## src/rtl/uart_tx_scheduler.sv

```systemverilog
// rtl/uart_tx_scheduler.sv - round-robin scheduler sharing one UART tx line among byte producers
module uart_tx_scheduler #(
  parameter int NUM_REQ = 4,
  parameter int DIV_W   = 16
) (
  input  logic                       PCLK,
  input  logic                       PRESETn,
  input  logic                       en,
  input  logic [DIV_W-1:0]           baud_div,
  input  logic [NUM_REQ-1:0]         req,
  input  logic [NUM_REQ*8-1:0]       req_data,
  output logic [NUM_REQ-1:0]         gnt,
  output logic [NUM_REQ-1:0]         done,
  output logic [$clog2(NUM_REQ)-1:0] cur_id,
  output logic                       tx_busy,
  output logic                       txd
);

  localparam int ID_W = $clog2(NUM_REQ);
  localparam logic [NUM_REQ-1:0] ONE = NUM_REQ'(1);

  typedef enum logic [1:0] {IDLE, START, DATA, STOP} state_t;

  state_t            state;
  logic [DIV_W-1:0]  cnt;
  logic [DIV_W-1:0]  baud_div_q;
  logic [2:0]        bit_cnt;
  logic [7:0]        shift;
  logic [ID_W-1:0]   rr_ptr;

  logic              win_vld;
  logic [ID_W-1:0]   win_id;
  logic [ID_W-1:0]   idx_v;
  logic              bit_end;
  logic              grant_now;
  logic [ID_W-1:0]   rr_next;

  // Round-robin search: first set req bit at or above rr_ptr, wrapping.
  always_comb begin
    win_vld = 1'b0;
    win_id  = '0;
    idx_v   = '0;
    for (int i = 0; i < NUM_REQ; i++) begin
      idx_v = ID_W'((int'(rr_ptr) + i) % NUM_REQ);
      if (!win_vld && req[idx_v]) begin
        win_vld = 1'b1;
        win_id  = idx_v;
      end
    end
  end

  assign bit_end   = (cnt == baud_div_q);
  // Arbitration points: any IDLE cycle, or the final clock of the stop bit.
  assign grant_now = en && win_vld && ((state == IDLE) || ((state == STOP) && bit_end));
  assign rr_next   = (win_id == ID_W'(NUM_REQ - 1)) ? '0 : win_id + ID_W'(1);
  assign tx_busy   = (state != IDLE);

  // Frame sequencer; a grant overrides the STOP->IDLE transition for gapless back-to-back frames.
  always_ff @(posedge PCLK or negedge PRESETn) begin
    if (!PRESETn) begin
      state      <= IDLE;
      cnt        <= '0;
      baud_div_q <= '0;
      bit_cnt    <= '0;
      shift      <= '0;
      rr_ptr     <= '0;
      cur_id     <= '0;
      gnt        <= '0;
      done       <= '0;
      txd        <= 1'b1;
    end else begin
      gnt  <= '0;
      done <= '0;
      case (state)
        IDLE: begin
          txd <= 1'b1;
        end
        START: begin
          if (bit_end) begin
            state   <= DATA;
            cnt     <= '0;
            bit_cnt <= '0;
            txd     <= shift[0];
          end else begin
            cnt <= cnt + DIV_W'(1);
          end
        end
        DATA: begin
          if (bit_end) begin
            cnt <= '0;
            if (bit_cnt == 3'd7) begin
              state <= STOP;
              txd   <= 1'b1;
            end else begin
              bit_cnt <= bit_cnt + 3'd1;
              shift   <= shift >> 1;
              txd     <= shift[1];
            end
          end else begin
            cnt <= cnt + DIV_W'(1);
          end
        end
        STOP: begin
          if (bit_end) begin
            done  <= ONE << cur_id;
            state <= IDLE;
            cnt   <= '0;
            txd   <= 1'b1;
          end else begin
            cnt <= cnt + DIV_W'(1);
          end
        end
        default: begin
          state <= IDLE;
          txd   <= 1'b1;
        end
      endcase
      if (grant_now) begin
        state      <= START;
        txd        <= 1'b0;
        cnt        <= '0;
        bit_cnt    <= '0;
        shift      <= req_data[{win_id, 3'b000} +: 8];
        baud_div_q <= baud_div;
        cur_id     <= win_id;
        rr_ptr     <= rr_next;
        gnt        <= ONE << win_id;
      end
    end
  end

endmodule

```

## config.mk

```make
export PLATFORM = sky130hd
export DESIGN_NAME = uart_tx_scheduler
export DESIGN_NICKNAME = d
export VERILOG_FILES = /design/src/rtl/uart_tx_scheduler.sv
export SDC_FILE = /design/constraint.sdc
export NUM_CORES = 1
export LEC_CHECK = 0
export CAP_MARGIN = 15
export CORE_ASPECT_RATIO = 2
export CORE_MARGIN = 2
export CORE_UTILIZATION = 45
export CTS_CLUSTER_DIAMETER = 200
export DETAILED_ROUTE_END_ITERATION = 6
export HOLD_SLACK_MARGIN = 0.08
export PLACE_DENSITY_LB_ADDON = 0.15
export REMOVE_ABC_BUFFERS = 1
export SLEW_MARGIN = 30
export SYNTH_ARGS = -nofsm -noshare
export SYNTH_HDL_FRONTEND = slang
export SYNTH_SLANG_ARGS = --single-unit
```

## constraint.sdc

```tcl
create_clock -name PCLK -period 2.38 [get_ports PCLK]
set_input_delay 0.714 -clock PCLK [delete_from_list [all_inputs] [get_ports PCLK]]
set_output_delay 0.714 -clock PCLK [all_outputs]
set_load 0.005 [all_outputs]
```

# After elaboration in Yosys (flattened, before gate mapping)
# Cells that the tools add are included.
# totals
input_bits	55
regBits	58
elab_cells	101
out_inout_bits	12
# classes
shift	3
mux	44
reduce_logical	22
add_sub_neg	6
eq_ne	12
order_cmp	4
# op_table
cell	n
16-bit 2-to-1 mux	3
8-bit 2-to-1 mux	4
32-bit by 6-bit variable part select with 8-bit output	1
2-bit 2-to-1 mux	10
16-bit by 1-bit adder with 16-bit output, second input constant	1
16-bit equality test	1
3-bit inequality test, second input constant	5
1-bit 2-to-1 mux	13
2-bit by 3-bit less-than comparator with 1-bit output, second input constant	4
3-bit 2-to-1 mux	4
4-bit 2-to-1 mux	3
1-bit binary-select mux with 2-bit select	4
2-bit nonzero test	4
1-bit by 2-bit left shift with 4-bit output, first input constant	2
2-bit equality test, second input constant	3
1-bit logical AND	6
2-bit one-hot mux with 3 select lines	1
3-bit one-hot mux with 2 select lines	1
3-bit AND reduction	2
5-bit AND reduction	1
2-bit by 1-bit adder with 2-bit output, second input constant	2
2-bit adder, second input constant	2
1-bit one-hot mux with 4 select lines	1
4-bit AND reduction	1
other kinds (10)	12

# Depth between registers and ports, before layout
# Gate-level depths: netlist of run 1.
# depth
depth_word	16
depth_mapped	8
mapped_depth_nobuf	8

# Worst setup path after synthesis of run 1
# No wires, ideal clock.
# synth_timing
kind	input to register
startpoint	input port req[3]
endpoint	register shift[1]
n_path_buf	1
setup_slack_ns	0.266
arrival_ns	2.035
t_required_ns	2.301
cell_stages	6
setup_time_ns	0.079
cell_sequence	inv_1 a221oi_1 o22a_1 clkbuf_1 mux2_2 mux2i_1
# synth_between
word_cells_on_any_way	30
cone_classes	1 x eq/ne; 1 x shift; 17 x mux; 11 x reduce/logical
# synth_lines
item	line	text
start, declared	10	input logic [NUM_REQ-1:0] req,
1-bit binary-select mux with 2-bit select	45	if (!win_vld && req[idx_v]) begin
1-bit 2-to-1 mux (not written as such)	45	
1-bit 2-to-1 mux	45	
1-bit logical NOT	45	
1-bit logical AND	45	
1-bit 2-to-1 mux	45	
1-bit logical NOT	45	
1-bit logical AND	45	
1-bit 2-to-1 mux	45	
1-bit logical NOT	45	
1-bit logical AND	45	
2-bit 2-to-1 mux (*)	45	
via win_id[0]	32	logic [ID_W-1:0] win_id;
32-bit by 6-bit variable part select with 8-bit output (*)	123	shift <= req_data[{win_id, 3'b000} +: 8];
8-bit 2-to-1 mux (*)	118	if (grant_now) begin
end signal, assigned	96	shift <= shift >> 1;
end signal, assigned	123	
end, declared	28	logic [7:0] shift;
# The timed path passes the listed nets; every way through them passes the cells marked *. The select of a mux whose other input is x is not followed.
# A chain may end at the register's enable or synchronous reset.

# Final worst setup path of run 1
# layout_timing
startpoint	input port req[0]
endpoint	register cnt[11]
# layout_between
elab_chain_cells	15
word_cells_on_any_way	22
cone_classes	13 x mux; 9 x reduce/logical
# layout_rtl
item	line	text
1-bit binary-select mux with 2-bit select	45	
1-bit 2-to-1 mux (not written as such)	45	
1-bit 2-to-1 mux	45	
1-bit logical NOT	45	
1-bit logical AND	45	
1-bit 2-to-1 mux	45	
1-bit logical NOT	45	
1-bit logical AND	45	
1-bit 2-to-1 mux	45	
1-bit logical NOT	45	
1-bit logical AND	45	
1-bit 2-to-1 mux (*)	45	
1-bit logical AND (*) (2 in series)	54	assign grant_now = en && win_vld && ((state == IDLE) || ((state == STOP) && bit_end));
16-bit 2-to-1 mux / 2-bit nonzero test (equally long branches)	--	
end signal, assigned	85	cnt <= cnt + DIV_W'(1);
end signal, assigned	100	cnt <= cnt + DIV_W'(1);
end signal, assigned	110	cnt <= cnt + DIV_W'(1);
end, declared	25	logic [DIV_W-1:0] cnt;
# Mark *: on every way between the ends. The rest lies on a longest branch, timed or not. The select of a mux whose other input is x is not followed.

==> results.md, run 1 <==
- Sinks on the clock net: 58
- Largest net degree at the start of global routing: 33
- CP Capture Type: flop
- Clock Skew: 0.008022 ns
- Max clock buf depth: 2
- DR vias: 2452
- Post-Route Setup TNS: 0 ns
- Final period util: 96.26%
- Core area: 6887 um2
- Max-slew headroom: 49.63%
- Achievable frequency: 436.5 MHz
- Clock Tree Root: clkbuf_16
- GRT overflow: 0
- P_leak: 0.002072 uW
- YS warnings: 0
- Post-synth ARST share: 100.0%
- Total CTS buffers: 9
- Synth top area cells: dfrtp_1, mux2i_1, mux2_2
- Setup Crit Path Kind: in2reg
- Post-DP Area: 4232 um2
- Outcome: finished clean
- Share of cells above drive strength 1: 23.35%
- FF-to-FF path depth: 8
- Reg2reg end: baud_div_q[2]
- Die W: 63.41 um
- Wire per inst: 14.93 um
- Area of the multi-input gates: 1639 um2
- FF+latch area: 1453 um2
- Setup violations, final: 0
- Synth top area share: 44.90%
- CTS tree: done
- Initial Util: 46.13%
- Final Util: 66.12%
- Die Span Y: 122.8 um
- RSZ-0062 raised after global routing: no
- Drt via density: 5.066
- Rows: 43
- Final WL: 7225 um
- Initial antenna violation count: 0
- Cell Pwr Density: 1009 nW/um2
- CP Capture Point: cnt[11]
- Synth Register Bits: 58
- DRC viols: 0
- Ant. Diodes: 0
- Most used DFF post-synth: dfrtp_1
- GPL Wtd Cong: 0.8426
- Final Critical Period: 2.291 ns
- Clk slew on worst S/H paths: 0.05 ns
- Startpoint types: input pin
- EDFF count, synth: 0
- Cell Area, Synth: 3177 um2
- Slew @ Worst Pin: 0.7556 ns
- Nets: 457
- Syn-to-layout area delta: 43.32%
- Setup WS pre-CTS: -0.2758 ns
- Routed Antenna Nets: 0
- WP data required: 2.59 ns
- All-Layer GR Usage: 20.74%
- Peak VDD IR: 0.5200 mV
- Slack of the critical path: 0.08903 ns
- Fillers: 608
- Port-buffer cells: 66
- Hpwl dp: 5642 um
- Avg Inst Size Synth: 11.27 um2
- First-pass GRT wire length: 12270 um
- Vias in the first global route: 2680
- Worst-path fanout max: 7
- Hold-fix buffers at CTS: 0
- Clk Latency, worst-skew pair: 0.32 ns
- Seq/Total Area, Yosys: 45.73%
- I/O pin total: 67
- Max_cap viols: 0
- Critical path arrival: 2.50 ns
- Pwr Total: 4596 uW
- Violation count after the first detailed-routing iteration: 95
- FF-to-FF setup slack: 0.20 ns
- Die area: 7788 um2
- Post-Synthesis Cells: 282
- Final Max Slew Viols: 0
- Area leader, netlist: dfrtp_1
- Netlist cell types: 43
- Critical R2R Launch: baud_div_q[9]
- Min-delay worst type: in2async
- DRT Pass-1 Iters: 4
- Design area: 4553 um2
- Final hold viol count: 0
- CP startpoint: req[0]
- Htree depth: 3
-- worst max-delay path: stages --
cell and delay [ns]:
clkdlybuf4s50_1 0.49, buf_4 0.13, o41a_1 0.19, o211ai_1 0.17, buf_4 0.20, nor4_1 0.38, xnor2_1 0.17, nor2_1 0.05
-- routing by layer --
| layer | global-route usage (%) | vias up | share of wire, % |
|---|---|---|---|
| li1 | - | 1198 | - |
| met3 | 3.850 | 15 | 2.6 |
| met5 | 0 | - | 0 |
| met4 | 11.41 | 0 | 3.4 |
| met2 | 40.07 | 53 | 59 |
| met1 | 20.07 | 1186 | 35 |
-- sequential cells by signal, summed over array words and instances, names as in the netlist, 3 cells and up --
register	count
shift	8
cnt	16
baud_div_q	16
done	4
bit_cnt	3
gnt	4
-- layout make-up --
class	instances	share of cell area (%)
timing repair buffer	108	22.53
multi-input combinational	204	36.00
clock buffer	12	5.414
sequential	58	31.90
inverter	9	0.7969
tap	90	2.473
clock inverter	3	0.8794
-- cells in the final DEF, fill, tap and decap left out, drive strengths merged, types with 2 or more instances in the layout --
cell           instances
ha                    12
and3                   4
buf                   43
clkinv                 2
dfrtp                 57
clkbuf                12
and2                   7
o31ai                  2
nand3                  4
nor2b                  2
o21ai                  7
nand2                 18
nand4                  8
xor2                   7
clkdlybuf4s50         61
inv                    9
xnor2                 21
nor2                  21
nor3                   6
nor3b                  2
mux2i                 35
nor4                   2
a21oi                  4
dlymetal6s2s           3
mux2                  27
-- worst min path at each step --
stage               start            end
6_report          PRESETn      rr_ptr[0]
5_1_grt           PRESETn  baud_div_q[2]
2_1_floorplan     PRESETn  baud_div_q[0]
3_5_place_dp   bit_cnt[1]     bit_cnt[1]
3_3_place_gp    cur_id[1]        done[1]
4_1_cts           PRESETn  baud_div_q[2]
-- per-stage QoR --
step | hold slack, ns | std cells
after CTS | 0.4844 | 485
final | 0.4637 | 484
after global routing | 0.5162 | 484
after floorplan | 0.4184 | 271
after detailed placement | 0.5182 | 468
after global placement | 0.5103 | 467
-- logic make-up (layout without fill, tap and decap cells) --
group / Yosys count / count (layout) / share of synthesized area (%)
AOI/OAI and AO/OA: 24 / 24 / 5.357
xor gates and xnor gates: 28 / 28 / 7.720
adders and majority gates: 12 / 12 / 4.726
buffers and inverters: 20 / 132 / 3.505
DFF: 58 / 58 / 45.73
muxes: 62 / 62 / 20.60
and+or+nand+nor: 78 / 78 / 12.37
-- cell usage after synthesis (all sizes together) (4+ instances only) --
master / count
and2: 7
xor2: 7
and3: 4
buf: 9
inv: 9
ha: 12
nand4: 8
xnor2: 21
mux2: 27
a21oi: 4
nor3: 6
nand3: 4
nand2: 18
mux2i: 35
o21ai: 7
dfrtp: 57
nor2: 21
-- what timing repair did --
action	4_1_cts	5_1_grt
pin swaps	1	4
setup endpoints to repair	16	12
gates resized for setup	6	5
setup buffers	2	0
-- report_power, final --
group | switching (uW) | leakage (uW) | internal (uW) | total, uW
sequential | 242 | 0.000733 | 1320 | 1560
clock | 411 | 0.000142 | 827 | 1240
combinational | 769 | 0.00120 | 1030 | 1800
Power figures use the tool's default switching activity.
==> run 2, diff against run 1 <==
DONT_BUFFER_PORTS = 1   (was not set)
HOLD_SLACK_MARGIN = not set   (was 0.08)
==> run 2 against run 1 <==
Against the previous run: combinational power fell by 22%; critical path type is now reg2reg; via count fell by 14%; wire length shrank 8.1%; design area fell by 19%; sequential share of layout area up 7.7 points.
==> results.md, run 2 (same netlist as run 1, synthesis figures left out) <==
- Startpoint types: flop
- Fillers: 666 (+9.5%)
- Final hold viol count: 0 (unchanged)
- GPL Wtd Cong: 0.7883 (-6.4%)
- Clk slew on worst S/H paths: 0.05 ns (about the same)
- Max Used Layer: met4
- Post-Route Setup TNS: 0 ns (unchanged)
- Post-DP Area: 3338 um2 (-21%)
- Drt via density: 5.432 (+7.2%)
- Metal2 WL: 3753 um (-12%)
- Critical path arrival: 2.46 ns (-0.04 ns)
- Clk Latency, worst-skew pair: 0.33 ns (about the same)
- First-pass GRT wire length: 10630 um (-13%)
- I/O pin total: 67 (unchanged)
- Max clock buf depth: 2 (unchanged)
- Met1 wire length: 2370 um (-6.2%)
- Final WL: 6640 um (-8.1%)
- CP startpoint: cnt[9]
- Max-slew headroom: 71.18% (+22 points)
- Post-CTS Setup Inserts: 0 (-2)
- Rows: 43 (unchanged)
- Cell Pwr Density: 1215 nW/um2 (+20%)
- Comb pwr share: 31.6% (-7.5 points)
- Die area: 7788 um2 (unchanged)
- Final Max Slew Viols: 0 (unchanged)
- CP Capture Point: baud_div_q[14]
- Max_cap viols: 0 (unchanged)
- FF-to-FF path depth: 7 (-1)
- Final Critical Period: 2.245 ns (-0.04598 ns)
- Achievable frequency: 445.4 MHz (+2.0%)
- Die W: 63.41 um (unchanged)
- Clock Tree Root: clkbuf_16
- Wire per inst: 17.07 um (+14%)
- DR vias: 2113 (-14%)
- Setup Crit Path Kind: reg2reg
- All-Layer GR Usage: 18.47% (-2.3 points)
- Pwr Total: 4462 uW (-2.9%)
- FF-to-FF setup slack: 0.14 ns (-0.06 ns)
- Share of cells above drive strength 1: 19.73% (-3.6 points)
- Area of the multi-input gates: 1624 um2 (-0.92%)
- FF+latch area: 1453 um2 (unchanged)
- Clock Power Share: 32.6% (+5.6 points)
- Worst-path fanout max: 38 (+31)
- Routed Antenna Nets: 0 (unchanged)
- Clock Skew: 0.004759 ns (-0.003262 ns)
- Violation count after the first detailed-routing iteration: 91 (-4.2%)
- Sw Share: 30.59% (-0.36 points)
- Vias in the first global route: 2221 (-17%)
- Peak VDD IR: 0.6282 mV (+21%)
- Slew @ Worst Pin: 0.4267 ns (-0.3288 ns)
- Cells after DPL: 373 (-20%)
- Port-buffer cells: 0 (-100%)
- Switching power total: 1365 uW (-4.0%)
- Htree depth: 3 (unchanged)
- Total CTS buffers: 9 (unchanged)
- Most common cell after layout, fill and taps aside: dfrtp_1
- Setup violations, final: 0 (unchanged)
- P_leak: 0.001652 uW (-20%)
- WHS: 0.07601 ns (-0.3877 ns)
- RSZ-0062 raised after global routing: no
- Sinks on the clock net: 58 (unchanged)
- Final period util: 94.33% (-1.9 points)
- Nets: 361 (-21%)
- Top Registers: baud_div_q: 16 flops, cnt: 16 flops, shift: 8 flops
- Ant. Diodes: 0 (unchanged)
- Syn-to-layout area delta: 15.60%
- Min-delay worst type: in2async
- Fin cells: 389 (-20%)
- Initial antenna violation count: 0 (unchanged)
- Hpwl dp: 4812 um (-15%)
- Die Span Y: 122.8 um (unchanged)
- Register share of total power: 35.8% (+1.8 points)
- Hold-fix buffers at CTS: 0 (unchanged)
- Internal power: 3097 uW (-2.4%)
- CTS tree: done
- Outcome: finished clean
- Post_cts resized: 0 (-6)
- Critical R2R Launch: cnt[9]
- Design area: 3672 um2 (-19%)
- DRT Pass-1 Iters: 4 (unchanged)
- Reg2reg end: baud_div_q[14]
- WP data required: 2.59 ns (about the same)
- DRC viols: 0 (unchanged)
- Most frequent cells in the layout: dfrtp_1, mux2i_1, mux2_2
- CP Capture Type: flop
- Core area: 6887 um2 (unchanged)
- GRT overflow: 0 (unchanged)
- Metal3 WL: 265 um (+41%)
- Largest net degree at the start of global routing: 59 (+79%)
- Initial Util: 46.13% (unchanged)
-- run 2: cell type report --
type / count / share of cell area (%)
Multi-Input combinational cell: 204 / 44.22
Timing Repair Buffer: 12 / 3.135
Inverter: 9 / 0.9199
Sequential cell: 58 / 39.56
Tap cell: 90 / 3.066
Clock buffer: 10 / 6.235
Clock inverter: 6 / 2.862
-- run 2: how the worst min path moves through the flow --
stage | startpoint | end | slack [ns] | cells after the start
floorplan | PRESETn | baud_div_q[0] | 0.42 | 0
global placement | PRESETn | baud_div_q[7] | 0.42 | 0
detailed placement | PRESETn | baud_div_q[7] | 0.42 | 0
CTS | PRESETn | cnt[15] | 0.06 | 0
global route | PRESETn | cnt[15] | 0.06 | 0
finish | PRESETn | cnt[15] | 0.08 | 0
-- run 2: power groups by stage --
stage	registers (uW)	logic (uW)	clock network, uW
floorplan	1520	1100	0
global placement	1610	1410	0
detailed placement	1620	1430	0
CTS	1600	1440	1480
global route	1640	1570	1520
finish	1600	1410	1460
-- run 2: stage by stage --
stage / setup WS, ns / util [%]
2_1_floorplan: -0.8041 / -
3_3_place_gp: 0.1560 / 48.47
3_5_place_dp: 0.1376 / 48.47
4_1_cts: 0.1080 / 53.32
5_1_grt: 0.02954 / 53.32
6_report: 0.1350 / 53.32
-- run 2: metal layers --
| layer | vias up | global-route usage (%) |
|---|---|---|
| met5 | - | 0 |
| met3 | 20 | 5.316 |
| met1 | 1033 | 17.75 |
| li1 | 1005 | - |
| met2 | 55 | 33.49 |
| met4 | 0 | 12.23 |
-- run 2: worst max-delay path: stages (launching register included) --
cell and delay, ns:
dfrtp_1 0.44, xnor2_1 0.17, nand4_1 0.18, nor4_2 0.38
nand2_2 0.15, a21oi_4 0.19, buf_12 0.24, mux2_2 0.36
